==> src/rtl/cgra_ctrl_pkg.sv <==
// Shared types for the CGRA array controller.
// Imported by the CSR block, tiles and sequencer.
package cgra_ctrl_pkg;

  typedef enum logic [1:0] {
    IDLE,
    LOAD,
    RUN,
    DONE
  } seq_state_e;

  localparam int unsigned CfgW = 49;

  typedef logic [CfgW-1:0] cfg_word_t;

  function automatic int unsigned ctx_width(input int unsigned k);
    return (k > 2) ? $clog2(k) : 1;
  endfunction

endpackage

==> src/rtl/cgra_tile_accept_tracker.sv <==
// Per-tile record of which tiles took the current
// broadcast config word.
module cgra_tile_accept_tracker #(
  parameter int unsigned CGRADim = 16
) (
  input  logic               clk_i,
  input  logic               rst_ni,
  input  logic [CGRADim-1:0] valid,
  input  logic [CGRADim-1:0] ready,
  input  logic               clr,
  output logic [CGRADim-1:0] accepted,
  output logic               all_done
);

  logic [CGRADim-1:0] hs;

  assign hs       = valid & ready;
  assign all_done = &(accepted | hs);

  always_ff @(posedge clk_i or negedge rst_ni) begin
    if (!rst_ni) begin
      accepted <= '0;
    end else if (clr) begin
      accepted <= '0;
    end else begin
      accepted <= accepted | hs;
    end
  end

endmodule

==> src/rtl/cgra_cfg_exec_sequencer.sv <==
// Loads every tile's contexts, then steps the array
// through the modulo schedule for N iterations.
module cgra_cfg_exec_sequencer
  import cgra_ctrl_pkg::*;
#(
  parameter int unsigned CGRADim    = 16,
  parameter int unsigned KernelSize = 4,
  parameter int unsigned CfgWidth   = 49,
  parameter int unsigned IterWidth  = 16,
  localparam int unsigned CtxW = ctx_width(KernelSize)
) (
  input  logic                              clk_i,
  input  logic                              rst_ni,
  input  logic                              start_i,
  input  logic [IterWidth-1:0]              iter_count_i,
  input  logic                              abort_i,
  input  logic                              stall_i,
  output logic [CtxW-1:0]                   cfg_rd_ctx_o,
  input  logic [CGRADim-1:0][CfgWidth-1:0]  cfg_rd_data_i,
  output logic [CtxW-1:0]                   tile_wr_addr_o,
  output logic [CGRADim-1:0][CfgWidth-1:0]  tile_wr_data_o,
  output logic [CGRADim-1:0]                tile_wr_valid_o,
  input  logic [CGRADim-1:0]                tile_ready_i,
  output logic                              exec_en_o,
  output logic [CtxW-1:0]                   exec_ctx_o,
  output logic                              busy_o,
  output logic                              loaded_o,
  output logic                              done_o,
  output logic [IterWidth-1:0]              iter_o
);

  localparam logic [CtxW-1:0] LastCtx = CtxW'(KernelSize - 1);

  seq_state_e         state_q, state_d;
  logic [CtxW-1:0]    ctx_q;
  logic [IterWidth-1:0] iter_q, count_q;
  logic               loaded_q;
  logic [CGRADim-1:0] accepted, valid;
  logic               all_done;
  logic               in_load, in_run, kill;
  logic               last_ctx, last_iter, run_step;

  assign in_load   = (state_q == LOAD);
  assign in_run    = (state_q == RUN);
  assign kill      = abort_i && (state_q != IDLE);
  assign last_ctx  = (ctx_q == LastCtx);
  assign last_iter = (iter_q == count_q - IterWidth'(1));
  assign run_step  = in_run && !stall_i;
  assign valid     = in_load ? ~accepted : '0;

  cgra_tile_accept_tracker #(
    .CGRADim (CGRADim)
  ) u_tracker (
    .clk_i    (clk_i),
    .rst_ni   (rst_ni),
    .valid    (valid),
    .ready    (tile_ready_i),
    .clr      (!in_load || all_done || kill),
    .accepted (accepted),
    .all_done (all_done)
  );

  always_ff @(posedge clk_i or negedge rst_ni) begin
    if (!rst_ni) state_q <= IDLE;
    else         state_q <= state_d;
  end

  always_comb begin
    state_d = state_q;
    unique case (state_q)
      IDLE: if (start_i) state_d = LOAD;
      LOAD: begin
        if (all_done && last_ctx)
          state_d = (count_q == '0) ? DONE : RUN;
      end
      RUN:  if (run_step && last_ctx && last_iter) state_d = DONE;
      DONE: state_d = IDLE;
      default: state_d = IDLE;
    endcase
    // Abort beats completion in the same cycle.
    if (kill) state_d = IDLE;
  end

  always_ff @(posedge clk_i or negedge rst_ni) begin
    if (!rst_ni) begin
      ctx_q    <= '0;
      iter_q   <= '0;
      count_q  <= '0;
      loaded_q <= 1'b0;
    end else if (kill) begin
      ctx_q    <= '0;
      loaded_q <= 1'b0;
    end else begin
      unique case (state_q)
        IDLE: begin
          if (start_i) begin
            count_q  <= iter_count_i;
            ctx_q    <= '0;
            iter_q   <= '0;
            loaded_q <= 1'b0;
          end
        end
        LOAD: begin
          if (all_done) begin
            if (last_ctx) begin
              ctx_q    <= '0;
              loaded_q <= 1'b1;
            end else begin
              ctx_q <= ctx_q + CtxW'(1);
            end
          end
        end
        RUN: begin
          if (!stall_i) begin
            if (last_ctx) begin
              ctx_q  <= '0;
              iter_q <= iter_q + IterWidth'(1);
            end else begin
              ctx_q <= ctx_q + CtxW'(1);
            end
          end
        end
        default: ;
      endcase
    end
  end

  always_comb begin
    cfg_rd_ctx_o    = ctx_q;
    tile_wr_addr_o  = ctx_q;
    tile_wr_data_o  = cfg_rd_data_i;
    tile_wr_valid_o = valid;
    exec_en_o       = run_step;
    exec_ctx_o      = in_run ? ctx_q : '0;
    busy_o          = (state_q != IDLE);
    loaded_o        = loaded_q;
    done_o          = (state_q == DONE);
    iter_o          = iter_q;
  end

endmodule

==> config.mk <==
export PLATFORM = sky130hd
export DESIGN_NAME = cgra_cfg_exec_sequencer
export DESIGN_NICKNAME = d
export VERILOG_FILES = /design/src/rtl/cgra_ctrl_pkg.sv /design/src/rtl/cgra_tile_accept_tracker.sv /design/src/rtl/cgra_cfg_exec_sequencer.sv
export SDC_FILE = /design/constraint.sdc
export NUM_CORES = 1
export LEC_CHECK = 0
export BUFFER_PORTS_ARGS = -buffer_cell sky130_fd_sc_hd__buf_2
export CAP_MARGIN = 20
export CORE_AREA = 3 3 649 651
export CTS_CLUSTER_SIZE = 10
export DETAILED_ROUTE_END_ITERATION = 10
export DIE_AREA = 0 0 652 654
export SYNTH_ARGS = -nofsm -noshare
export SYNTH_HDL_FRONTEND = slang
export SYNTH_SLANG_ARGS = --single-unit
==> constraint.sdc <==
create_clock -name clk_i -period 3.4 [get_ports clk_i]
set_input_delay 0.51 -clock clk_i [delete_from_list [all_inputs] [get_ports clk_i]]
set_output_delay 0.51 -clock clk_i [all_outputs]
set_load 0.005 [all_outputs]
# Word level (Yosys, flattened, before mapping)

Cells that the tools add are included.

Logic and storage cells: 72
Bits in registers: 53
Input bits: 821
Output and inout bits: 826

Eq/ne operators: 14
Add/subtract/negate cells: 3
Muxes and demuxes: 24
Bitwise operators: 4
Reduce and logical (&&, ||, !) cells: 21

Operators with widths:

| cell                                                                     | count |
|---|---|
| 16-bit 2-to-1 mux                                                        | 5 |
| 16-bit one-hot mux with 2 select lines                                   | 1 |
| 2-bit 2-to-1 mux                                                         | 10 |
| 16-bit by 1-bit adder with 16-bit output (second input constant)         | 1 |
| 16-bit bitwise AND                                                       | 1 |
| 16-bit == test                                                           | 1 |
| 16-bit zero test                                                         | 1 |
| 16-bit NOT                                                               | 1 |
| 16-bit bitwise OR                                                        | 1 |
| 16-bit AND reduction                                                     | 1 |
| 16-bit by 1-bit subtractor with 16-bit output (second input constant)    | 1 |
| 3-bit by 1-bit inequality test with 1-bit output (second input constant) | 3 |
| 2-bit one-hot mux with 4 select lines                                    | 1 |
| 4-bit AND reduction                                                      | 2 |
| 2-bit == test (second input constant)                                    | 3 |
| 3-bit by 2-bit inequality test with 1-bit output (second input constant) | 2 |
| 2-bit one-hot mux with 3 select lines                                    | 1 |
| 3-bit AND reduction                                                      | 2 |
| 1-bit logical AND                                                        | 5 |
| 1-bit 2-to-1 mux                                                         | 5 |
| 5-bit AND reduction                                                      | 1 |
| 2-bit inequality test (second input constant)                            | 2 |
| 2-bit nonzero test                                                       | 2 |
| 4-bit nonzero test                                                       | 1 |
| 10 further kinds                                                         | 12 |

# Depth between registers and ports, before layout

Depth in word-level cells: 9
Gate-level depth with buffers: 11
Mapped depth without buffers: 9

# Hierarchy

From an unflattened synthesis, not the netlist that was laid out.

Cells, all modules: 1099
Area total of the unflattened synthesis: 8946.1 µm²

By module, submodules not included:

| module                   | instances | area an instance (µm²) | cells each | sequential area each (µm²) |
|---|---|---|---|---|
| cgra_cfg_exec_sequencer  | 1         | 8359.3                 | 1044       | 925.9 |
| cgra_tile_accept_tracker | 1         | 586.8                  | 55         | 400.4 |

# Least setup slack after synthesis

No wires, ideal clock.

Path type: reg2reg
From: register count_q[6]
To: register state_q[0]
Cell stages (with the launch flop): 9
Arrival time: 2.675 ns
Library setup time: 0.077 ns
Buffers on the path: 1
Data required time: 3.323 ns
Clock period less this slack: 2.752 ns
Path slack: 0.648 ns
Cells stage by stage: dfrtp_1 -> buf_6 -> or4_4 -> or4_4 -> or4_4 -> o211ai_2 -> nand2_2 -> o311a_1 -> a21oi_1

Word-level cells in the longest chain between the ends: 5
Elaborated cells on any way between the ends: 10
Those cells by class: 1 x add/sub; 2 x eq/ne; 4 x mux; 3 x reduce/logical

Ends and longest elaborated chain:

| item                                                                                                                       | line                                                         | text |
|---|---|---|
| start: declaration                                                                                                         | cgra_cfg_exec_sequencer.sv:36                                | `logic [IterWidth-1:0] iter_q, count_q;` |
| start signal: assignment                                                                                                   | cgra_cfg_exec_sequencer.sv:97                                | `count_q <= iter_count_i;` |
| 16-bit by 1-bit subtractor with 16-bit output or 16-bit zero test (tied branches)                                          | cgra_cfg_exec_sequencer.sv:47, cgra_cfg_exec_sequencer.sv:74 |  |
| 16-bit == test or 1-bit 2-to-1 mux (tied branches)                                                                         | cgra_cfg_exec_sequencer.sv:47, cgra_cfg_exec_sequencer.sv:74 |  |
| 1-bit logical AND or 2-bit 2-to-1 mux (tied branches)                                                                      | cgra_cfg_exec_sequencer.sv:76, cgra_cfg_exec_sequencer.sv:73 |  |
| 3-bit by 1-bit inequality test with 1-bit output (no source line) or 2-bit one-hot mux with 4 select lines (tied branches) | --                                                           |  |
| 3-bit AND reduction (no source line) or 2-bit 2-to-1 mux (tied branches)                                                   | --                                                           |  |
| end signal: assignment                                                                                                     | cgra_cfg_exec_sequencer.sv:65                                | `else state_q <= state_d;` |
| end: declaration                                                                                                           | cgra_cfg_exec_sequencer.sv:34                                | `seq_state_e state_q, state_d;` |

Parallel ways exist; a longest one is shown, timed or not. The select of a mux whose other input is x is not followed.
A chain may end at the register's enable or synchronous reset.

# Worst setup path after layout

Ends and elaborated chain as after synthesis.

==> impl_metrics.yaml <==
setup_path:
  required_ps: 3650
  crit_end: "state_q[0]"
  cp_data_arrival_time_ps: 3100
  r2r-start: "count_q[6]"
  endpoint_kind: "register"
  start_kind: "register"
  reg2reg_depth: 7
  reg2reg_slack_ps: 540
  crit_start: "count_q[6]"
  path_class: "reg2reg"
  r2r_end: "state_q[0]"
  cp_max_fo: 9
global_routing:
  antenna_found_initial: 25
  grt_use_total: 0.149
  grt.overflow.total: 0
  grt_first_pass_wirelength_mm: 344
  grt_pass1_vias: 5256
  grt_max_degree: 54
clock_tree:
  clk_latency_ps: 310
  clock-sinks: 53
  root_buffer: "clkbuf_16"
  ctsHoldBuffers: 0
  cts_max_level: 2
  numCtsBuffers: 5
  cts_resized: 0
  post_cts_buffers: 0
  tritoncts: "done"
  clockBufferDepth: 2
  path_clk_slew_ps: 80
pwr:
  p_leak_nw: 2.00
  max-vdd-ir-drop_v: 0.000361
  power.total_mw: 3.75
  p_per_area_mw_per_mm2: 345
layout:
  drive_above_1_share: 0.306
  nets: 1289
  layout_common_cells: "buf_2, dfrtp_1, nor2_1, buf_4"
  final_common_cell: "buf_2"
  syn_to_final_growth_pct: 18.2
  fin_cells: 5964
  stdcell_area_mm2: 0.0109
synth:
  synth_enable_flop_cells: 0
  synth_cell_types: 51
  ys_warn_count: 0
  synthesis.area_mm2: 0.00921
  ys_seq_elements: 53
  synth_ff_type: "dfrtp_1"
  avgSynthCellArea_um2: 7.99
  synth_nets: 1982
  netlist.top_cell.by_area: "buf_4"
  netlist_instances: 1153
  ys_async_sr_fraction: 1.00
  synth_top_area_share: 0.641
  ys_seq_area_frac: 0.144
  yosys-top-cells-area: "buf_4, dfrtp_1, mux2_2, nor2_1, xor2_1"
placement:
  place_area_mm2: 0.0107
  gp_congestion: 0.744
  io_buffer_count: 78
  hpwl_mm: 321
  dp.cells: 5950
sta:
  setup_viol: 0
  rsz0062_at_grt: "no"
  finalMaxSlewViolations: 0
  tightestPinTransition_ps: 723
  worst_hold_slack_ps: 333
  fmax_mhz: 350
  finalCriticalPeriod_ps: 2860
  finClkSkew_ps: 7.28
  hold_violations: 0
  finalCritPeriodShare: 0.840
  tns_ps: 0
  max_slew_margin: 0.518
die:
  die_y_um: 654
  ios: 1647
  fp.dieW_um: 652
  die_area_mm2: 0.426
  initial_core_util: 0.0221
  core-area_mm2: 0.416
  rows: 237
route:
  viasPerCell: 0.949
  wl_per_cell_um: 55.4
  drc: 0
  initialDrtViolationCount: 354
  vias: 5657
  finalWirelength_mm: 330
  dr.pass1.iters: 5
  antenna_left: 0
min_path:
  hold_path.class: "in2async"
job:
  drv_cap: 0
run_status:
  outcome: "finished clean"
==> sequential cells by signal (all words and copies together), names as in the netlist <==
name	flops
count_q	16
iter_o	16
u_tracker.accepted	16
cfg_rd_ctx_o	2
state_q	2
loaded_o	1
==> critical path, stage by stage (launching register included) <==
cell	delay, ps
dfrtp_1	480
or4_4	590
or4_4	560
or4_4	520
o211ai_2	100
nand2_2	80
o311a_1	350
a21oi_1	110
==> cell usage after synthesis, drive strengths merged (2+ instances only) <==
cell type  count
a21oi         23
a22oi          2
a31oi          5
a41oi          2
and2           3
and3          10
buf          788
clkbuf        16
dfrtp         53
ha             8
inv            9
mux2          20
mux2i          2
nand2         24
nand2b         6
nand3         14
nand3b         2
nand4          6
nand4b         3
nor2          44
nor2b         21
nor3          11
nor4           5
o2111a         2
o211ai         4
o21ai         10
o22ai          8
o311ai         2
o31ai          2
or2            2
or3            2
or4            5
xnor2         12
xor2          16
==> worst min path at each step <==
| stage | to | slack, ps |
|---|---|---|
| 4_1_cts | count_q[15] | 360 |
| 3_3_place_gp | loaded_o | 570 |
| 5_1_grt | count_q[15] | 410 |
| 2_1_floorplan | cfg_rd_ctx_o[0] | 210 |
| 6_report | count_q[15] | 330 |
| 3_5_place_dp | loaded_o | 530 |
==> where the power goes <==
part	switching (mW)	total, mW	internal (mW)
Clock	0.273	0.623	0.350
Sequential	0.241	1.04	0.798
Combinational	1.34	2.09	0.749
Total	1.85	3.75	1.90
==> final cells by class <==
| class | count | area, µm² |
|---|---|---|
| Fill cell | 49700 | 405000 |
| Tap cell | 5497 | 6880 |
| Multi-Input combinational cell | 287 | 1880 |
| Sequential cell | 53 | 1330 |
| Timing Repair Buffer | 104 | 586 |
| Clock buffer | 5 | 125 |
| Clock inverter | 3 | 43.8 |
| Inverter | 9 | 33.8 |
| Antenna cell | 6 | 15.0 |
==> kinds of logic (layout without fill, tap and decap cells) <==
| logic type | count (synthesis) | in the layout | share of synthesized area |
|---|---|---|---|
| xor+xnor | 28 | 28 | 0.0266 |
| simple gates | 160 | 160 | 0.0906 |
| other cells | 0 | 6 | 0 |
| mux | 22 | 22 | 0.0266 |
| fa+ha+maj | 8 | 8 | 0.0109 |
| buf+inv | 813 | 121 | 0.653 |
| flops | 53 | 53 | 0.144 |
| compound gates | 69 | 69 | 0.0488 |
==> per-stage QoR <==
stage / utilization / setup slack (ps)
final: 0.0262 / 544
after global routing: 0.0261 / 445
after CTS: 0.0261 / 546
after detailed placement: 0.0257 / 554
after global placement: 0.0257 / 498
after floorplan: - / 648
==> metal layers <==
layer / share of wire / up-vias / routed length (µm) / GRT usage
met1: 0.079 / 1874 / 26300 / 0.0341
met4: 0.044 / 20 / 14700 / 0.0539
met3: 0.41 / 320 / 136000 / 0.286
met2: 0.46 / 1944 / 153000 / 0.246
li1: - / 1499 / - / -
met5: 0.0027 / - / 881 / 0.0155
Power figures use the tool's default switching activity.
